<file path="config.mk">
export PLATFORM = sky130hd
export DESIGN_NAME = puf_response_collector
export DESIGN_NICKNAME = d
export VERILOG_FILES = /design/src/rtl/puf_pkg.sv /design/src/rtl/puf_pair_comparator.sv /design/src/rtl/puf_response_collector.sv
export SDC_FILE = /design/constraint.sdc
export NUM_CORES = 1
export LEC_CHECK = 0
export BUFFER_PORTS_ARGS = -buffer_cell sky130_fd_sc_hd__buf_2
export CORE_MARGIN = 4
export CORE_UTILIZATION = 34
export CTS_BUF_LIST = sky130_fd_sc_hd__clkbuf_2 sky130_fd_sc_hd__clkbuf_4 sky130_fd_sc_hd__clkbuf_8
export DETAILED_ROUTE_END_ITERATION = 6
export GPL_TIMING_DRIVEN = 0
export SKIP_LAST_GASP = 1
export SYNTH_ARGS = -nofsm -noshare
export SYNTH_HDL_FRONTEND = slang
export SYNTH_SLANG_ARGS = --single-unit
</file>
<file path="constraint.sdc">
create_clock -name clk -period 13.85 [get_ports clk]
set_clock_uncertainty 0.15 [all_clocks]
set_input_delay 0 -clock clk [delete_from_list [all_inputs] [get_ports clk]]
set_output_delay 0 -clock clk [all_outputs]
set_load 0.01 [all_outputs]
</file>
<file path="src/rtl/puf_pkg.sv">
// rtl/puf_pkg.sv - shared PUF collector/sequencer types and helpers
package puf_pkg;

   typedef enum logic [1:0] {
      ST_IDLE    = 2'd0,
      ST_COLLECT = 2'd1,
      ST_COMPARE = 2'd2,
      ST_OUTPUT  = 2'd3
   } puf_state_e;

   // Width of an index that walks the NUM_LOOPS/2 loop pairs (never below 1 bit).
   function automatic int pair_idx_width(input int num_loops);
      return (num_loops / 2 > 1) ? $clog2(num_loops / 2) : 1;
   endfunction

endpackage

</file>
<file path="src/rtl/puf_pair_comparator.sv">
// rtl/puf_pair_comparator.sv - saturating accumulate plus pairwise sum compare
module puf_pair_comparator #(
   parameter int COUNT_BITS = 16,
   parameter int SUM_BITS   = 20,
   parameter int THRESHOLD  = 4
) (
   input  logic [SUM_BITS-1:0]   sum_a_i,
   input  logic [SUM_BITS-1:0]   sum_b_i,
   input  logic [COUNT_BITS-1:0] add_i,
   output logic [SUM_BITS-1:0]   acc_sum_o,
   output logic                  a_gt_b_o,
   output logic                  reliable_o
);

   logic [SUM_BITS:0]   add_full;
   logic [SUM_BITS-1:0] abs_diff;

   // One extra carry bit detects overflow; an overflowing sum pins at all-ones.
   always_comb begin
      add_full  = {1'b0, sum_a_i} + (SUM_BITS+1)'(add_i);
      acc_sum_o = add_full[SUM_BITS] ? '1 : add_full[SUM_BITS-1:0];
   end

   // Strict greater-than so a tie reads as 0; reliability uses the magnitude of the gap.
   always_comb begin
      a_gt_b_o   = (sum_a_i > sum_b_i);
      abs_diff   = a_gt_b_o ? (sum_a_i - sum_b_i) : (sum_b_i - sum_a_i);
      reliable_o = (abs_diff >= SUM_BITS'(THRESHOLD));
   end

endmodule

</file>
<file path="src/rtl/puf_response_collector.sv">
// rtl/puf_response_collector.sv - accumulates RO counts per loop and derives masked PUF response
module puf_response_collector
   import puf_pkg::*;
#(
   parameter int NUM_LOOPS  = 4,
   parameter int COUNT_BITS = 16,
   parameter int SUM_BITS   = 20,
   parameter int THRESHOLD  = 4
) (
   input  logic                             clk,
   input  logic                             reset,
   input  logic                             start,
   input  logic [$clog2(NUM_LOOPS-1):0]     select_puf,
   input  logic                             store_response_puf,
   input  logic [COUNT_BITS-1:0]            count_in,
   input  logic                             done,
   output logic                             next_enable,
   output logic [NUM_LOOPS/2-1:0]           response,
   output logic [NUM_LOOPS/2-1:0]           response_mask,
   output logic                             response_valid,
   input  logic                             response_ready,
   output logic                             sel_error
);

   localparam int SEL_W     = $clog2(NUM_LOOPS-1) + 1;
   localparam int NUM_PAIRS = NUM_LOOPS / 2;
   localparam int PAIR_W    = pair_idx_width(NUM_LOOPS);

   puf_state_e                state_q, state_d;
   logic [PAIR_W-1:0]         pair_q, pair_d;
   logic [SUM_BITS-1:0]       sum_q [NUM_LOOPS];
   logic [SUM_BITS-1:0]       sum_d [NUM_LOOPS];
   logic [NUM_PAIRS-1:0]      resp_q, resp_d;
   logic [NUM_PAIRS-1:0]      mask_q, mask_d;
   logic                      sel_err_q, sel_err_d;

   logic [SEL_W-1:0]          idx_a, idx_b;
   logic [SUM_BITS-1:0]       op_a, op_b;
   logic [SUM_BITS-1:0]       acc_sum;
   logic                      a_gt_b;
   logic                      reliable;
   logic                      sel_in_range;

   assign sel_in_range = (32'(select_puf) < 32'(NUM_LOOPS));

   // The shared datapath sees the selected loop while collecting and pair 2k/2k+1 while comparing.
   always_comb begin
      if (state_q == ST_COMPARE) begin
         idx_a = SEL_W'({pair_q, 1'b0});
         idx_b = SEL_W'({pair_q, 1'b1});
      end else begin
         idx_a = select_puf;
         idx_b = '0;
      end
   end

   // Operand mux over the accumulator bank.
   always_comb begin
      op_a = '0;
      op_b = '0;
      for (int i = 0; i < NUM_LOOPS; i++) begin
         if (idx_a == SEL_W'(i)) op_a = sum_q[i];
         if (idx_b == SEL_W'(i)) op_b = sum_q[i];
      end
   end

   puf_pair_comparator #(
      .COUNT_BITS (COUNT_BITS),
      .SUM_BITS   (SUM_BITS),
      .THRESHOLD  (THRESHOLD)
   ) u_cmp (
      .sum_a_i    (op_a),
      .sum_b_i    (op_b),
      .add_i      (count_in),
      .acc_sum_o  (acc_sum),
      .a_gt_b_o   (a_gt_b),
      .reliable_o (reliable)
   );

   // Next-state logic: a start clears the bank; store is folded in before done moves on.
   always_comb begin
      state_d   = state_q;
      pair_d    = pair_q;
      sum_d     = sum_q;
      resp_d    = resp_q;
      mask_d    = mask_q;
      sel_err_d = sel_err_q;
      case (state_q)
         ST_IDLE: begin
            if (start) begin
               state_d   = ST_COLLECT;
               sum_d     = '{default: '0};
               sel_err_d = 1'b0;
               resp_d    = '0;
               mask_d    = '0;
            end
         end
         ST_COLLECT: begin
            if (start) begin
               sum_d     = '{default: '0};
               sel_err_d = 1'b0;
               resp_d    = '0;
               mask_d    = '0;
            end else begin
               if (store_response_puf) begin
                  if (sel_in_range) begin
                     for (int i = 0; i < NUM_LOOPS; i++) begin
                        if (select_puf == SEL_W'(i)) sum_d[i] = acc_sum;
                     end
                  end else begin
                     sel_err_d = 1'b1;
                  end
               end
               if (done) begin
                  state_d = ST_COMPARE;
                  pair_d  = '0;
               end
            end
         end
         ST_COMPARE: begin
            resp_d[pair_q] = a_gt_b;
            mask_d[pair_q] = reliable;
            if (pair_q == PAIR_W'(NUM_PAIRS - 1)) begin
               state_d = ST_OUTPUT;
            end else begin
               pair_d = pair_q + 1'b1;
            end
         end
         ST_OUTPUT: begin
            if (response_ready) state_d = ST_IDLE;
         end
         default: state_d = ST_IDLE;
      endcase
   end

   // State registers; reset aborts any evaluation in progress.
   always_ff @(posedge clk or negedge reset) begin
      if (!reset) begin
         state_q   <= ST_IDLE;
         pair_q    <= '0;
         sum_q     <= '{default: '0};
         resp_q    <= '0;
         mask_q    <= '0;
         sel_err_q <= 1'b0;
      end else begin
         state_q   <= state_d;
         pair_q    <= pair_d;
         sum_q     <= sum_d;
         resp_q    <= resp_d;
         mask_q    <= mask_d;
         sel_err_q <= sel_err_d;
      end
   end

   assign next_enable    = (state_q == ST_IDLE) || (state_q == ST_COLLECT);
   assign response_valid = (state_q == ST_OUTPUT);
   assign response       = resp_q;
   assign response_mask  = mask_q;
   assign sel_error      = sel_err_q;

endmodule

</file>
==> results.json <==
{
  "status": "complete, no violations",
  "antenna_found_initial": 0,
  "fin_tns_setup_ns": 0,
  "post-route-period-util": 0.434,
  "synth_top_area_share": 0.292,
  "vias": 7108,
  "drive_above_1_share": 0.0965,
  "routedWlPerCell_um": 18.8,
  "cts_hold_buf": 5,
  "yosysMostFrequentCell": "nand2_1",
  "ys_ff_latch": 88,
  "setup_viol": 0,
  "syn_to_final_growth_pct": 10.6,
  "drtAntennaViolNets": 0,
  "syn_inst": 954,
  "ys_seq_area_frac": 0.292,
  "synth_ff_type": "dfrtp_1",
  "drtIter0Drc": 625,
  "dieArea_um2": 24600,
  "critPathLaunchType": "flop",
  "syn_nets": 1042,
  "yosysTopAreaCell": "dfrtp_1",
  "rsz0062_at_grt": "false",
  "ys_warn_count": 0,
  "synth_edf_count": 0,
  "synth-async-reset-ratio": 1.00,
  "cts.sinks": 88,
  "dieHeight_um": 157,
  "critPathCaptureType": "flop",
  "firstDrtPassIters": 5,
  "max_freq_mhz": 166,
  "synth.area.top_cells": "dfrtp_1, ha_1, o21ai_0",
  "cts_tree": "yes",
  "cts.path.max_buffers": 2,
  "nets": 1089,
  "gr-total-overflow": 0,
  "grt_first_pass_wirelength_um": 37800,
  "initial_core_util": 0.346,
  "placementRows": 54,
  "netlist_area_um2": 7550,
  "drcViolationCount": 0,
  "routed_wl_um": 24200,
  "cts_setup_buffers": 0,
  "io_pins": 32,
  "gp_congestion": 0.896,
  "period_minus_slack_ns": 6.02,
  "grt_max_degree": 68,
  "synthTopCellsByCount": "nand2_1, o21ai_0, dfrtp_1",
  "finalMaxSlewViolations": 0,
  "portBuffers": 30,
  "crit_fanout": 10,
  "crit_arrival_ns": 6.11,
  "critPathKind": "flop to flop",
  "tightest_slew_ns": 0.991,
  "worstPathRequired_ns": 13.94,
  "route.detailed.vias_per_inst": 5.53,
  "cts.reportedPaths.clkPinSlew_ns": 0.09,
  "hp-class": "primary input to async pin",
  "maxSlewHeadroom": 0.337,
  "fillers": 2344,
  "maxCapViolCount": 0,
  "antenna_cells": 0,
  "cts-root-buf": "clkbuf_8",
  "yosysUniqueCellTypes": 79,
  "clock_latency_ns": 0.37,
  "numCtsBuffers": 9,
  "grt_pass1_vias": 6632,
  "cts_resized": 0,
  "dieWidth_um": 157,
  "dpl.hpwl_um": 18400,
  "hold_viol": 0,
  "syn_area_per_cell_um2": 7.91,
  "coreArea_um2": 21800,
  "h-tree-depth": 3,
  "grt.total_usage": 0.197
}
[routing by layer]
metal / vias to the layer above / wire [um] / global-route usage
li1: 3445 / - / -
met1: 3376 / 11000 / 0.279
met2: 247 / 11200 / 0.314
met3: 40 / 1470 / 0.0280
met4: 0 / 588 / 0.0533
met5: - / 0 / 0
[critical path: stages, from the launching register on]
cell and delay, ns:
dfrtp_1 0.41, inv_1 0.13, ha_1 0.34, nand2_1 0.11
o21ai_1 0.23, nor3b_2 0.35, buf_2 0.35, clkbuf_1 0.55
a21o_1 0.33, ha_1 0.16, buf_2 0.22, nand2_1 0.15
or2_2 0.34, a211oi_1 0.47, nor4_1 0.10, a31oi_1 0.28
nand3_2 0.10, nor4_1 0.36, nor4b_2 0.34, o2111a_1 0.30
o31ai_1 0.08
[per-stage QoR]
step | setup slack (ns) | util | hold slack (ns) | instance area (um^2) | std cells
2_1_floorplan | 9.28 | - | -0.446 | 7550 | 954
3_3_place_gp | 7.89 | 0.369 | 0.117 | 8050 | 1264
5_1_grt | 7.41 | 0.382 | 0.0510 | 8350 | 1285
3_5_place_dp | 7.92 | 0.370 | -0.225 | 8080 | 1265
4_1_cts | 7.90 | 0.382 | 0.000600 | 8350 | 1285
6_report | 7.83 | 0.382 | 0.0190 | 8350 | 1285
[state kept, by name (all words and copies together) (netlist names)]
| signal | flops |
|---|---|
| state_q | 2 |
| sum_q | 80 |
| pair_q | 1 |
| response_mask | 2 |
| sel_error | 1 |
| response | 2 |
[kinds of logic (layout without fill, tap and decap cells)]
| kind of cell | count (synthesis) | in the layout | share of synthesized area |
|---|---|---|---|
| AOI/OAI and AO/OA | 339 | 339 | 0.283 |
| xor gates and xnor gates | 36 | 36 | 0.0418 |
| adders and majority gates | 63 | 63 | 0.107 |
| buffers and inverters | 120 | 171 | 0.0690 |
| DFF | 88 | 88 | 0.292 |
| muxes | 25 | 25 | 0.0338 |
| and+or+nand+nor | 283 | 283 | 0.173 |
[layout make-up]
class | count | area, um^2 | area share
plain buffers | 57 | 284 | 0.0340
clock buffers | 10 | 138 | 0.0165
clock inverters | 5 | 81.3 | 0.00975
inverters | 63 | 236 | 0.0283
multi-input cells | 746 | 4820 | 0.578
flip-flops and latches | 88 | 2200 | 0.264
well taps | 280 | 350 | 0.0420
repair buffers | 36 | 230 | 0.0276
[cell usage in the layout (no fill, tap or decap), types with 6 or more instances in the layout]
| cell type | n |
|---|---|
| nand3_1 | 9 |
| a21o_1 | 27 |
| nor2_1 | 79 |
| nor2b_1 | 8 |
| a21oi_1 | 80 |
| nand4_1 | 9 |
| nor3_1 | 7 |
| nand2_1 | 121 |
| o21ai_0 | 114 |
| a211oi_1 | 6 |
| a31oi_1 | 7 |
| a22oi_1 | 7 |
| ha_1 | 60 |
| a221oi_1 | 6 |
| inv_1 | 63 |
| o211ai_1 | 6 |
| xnor2_1 | 24 |
| o21ai_1 | 20 |
| clkbuf_8 | 10 |
| clkbuf_1 | 29 |
| dfrtp_1 | 88 |
| o21bai_1 | 12 |
| nand2b_1 | 16 |
| xor2_1 | 12 |
| o21a_1 | 7 |
| buf_2 | 46 |
| mux2i_1 | 21 |
[path summary, 6_finish.rpt]
check                                                   from                      endpoint  slack [ns]  depth (start not counted)
worst max-delay path                  state_q[0]$_DFFE_PN0P_  response_mask[0]$_DFFE_PN0P_        7.83                         20
worst min-delay path                                   reset         sum_q[57]$_DFFE_PN0P_        0.02                          3
worst max register to register        state_q[0]$_DFFE_PN0P_  response_mask[0]$_DFFE_PN0P_        7.83                         20
worst min register to register  response_mask[0]$_DFFE_PN0P_  response_mask[0]$_DFFE_PN0P_        0.34                          2
max in group asynchronous                              reset         sum_q[74]$_DFFE_PN0P_       12.18                          3
min in group clk                              response_ready        state_q[0]$_DFFE_PN0P_        0.02                          4
Power is left out: the tool's default activity adds up to more than one toggle a clock period on the data nets, which glitch-free logic cannot reach.
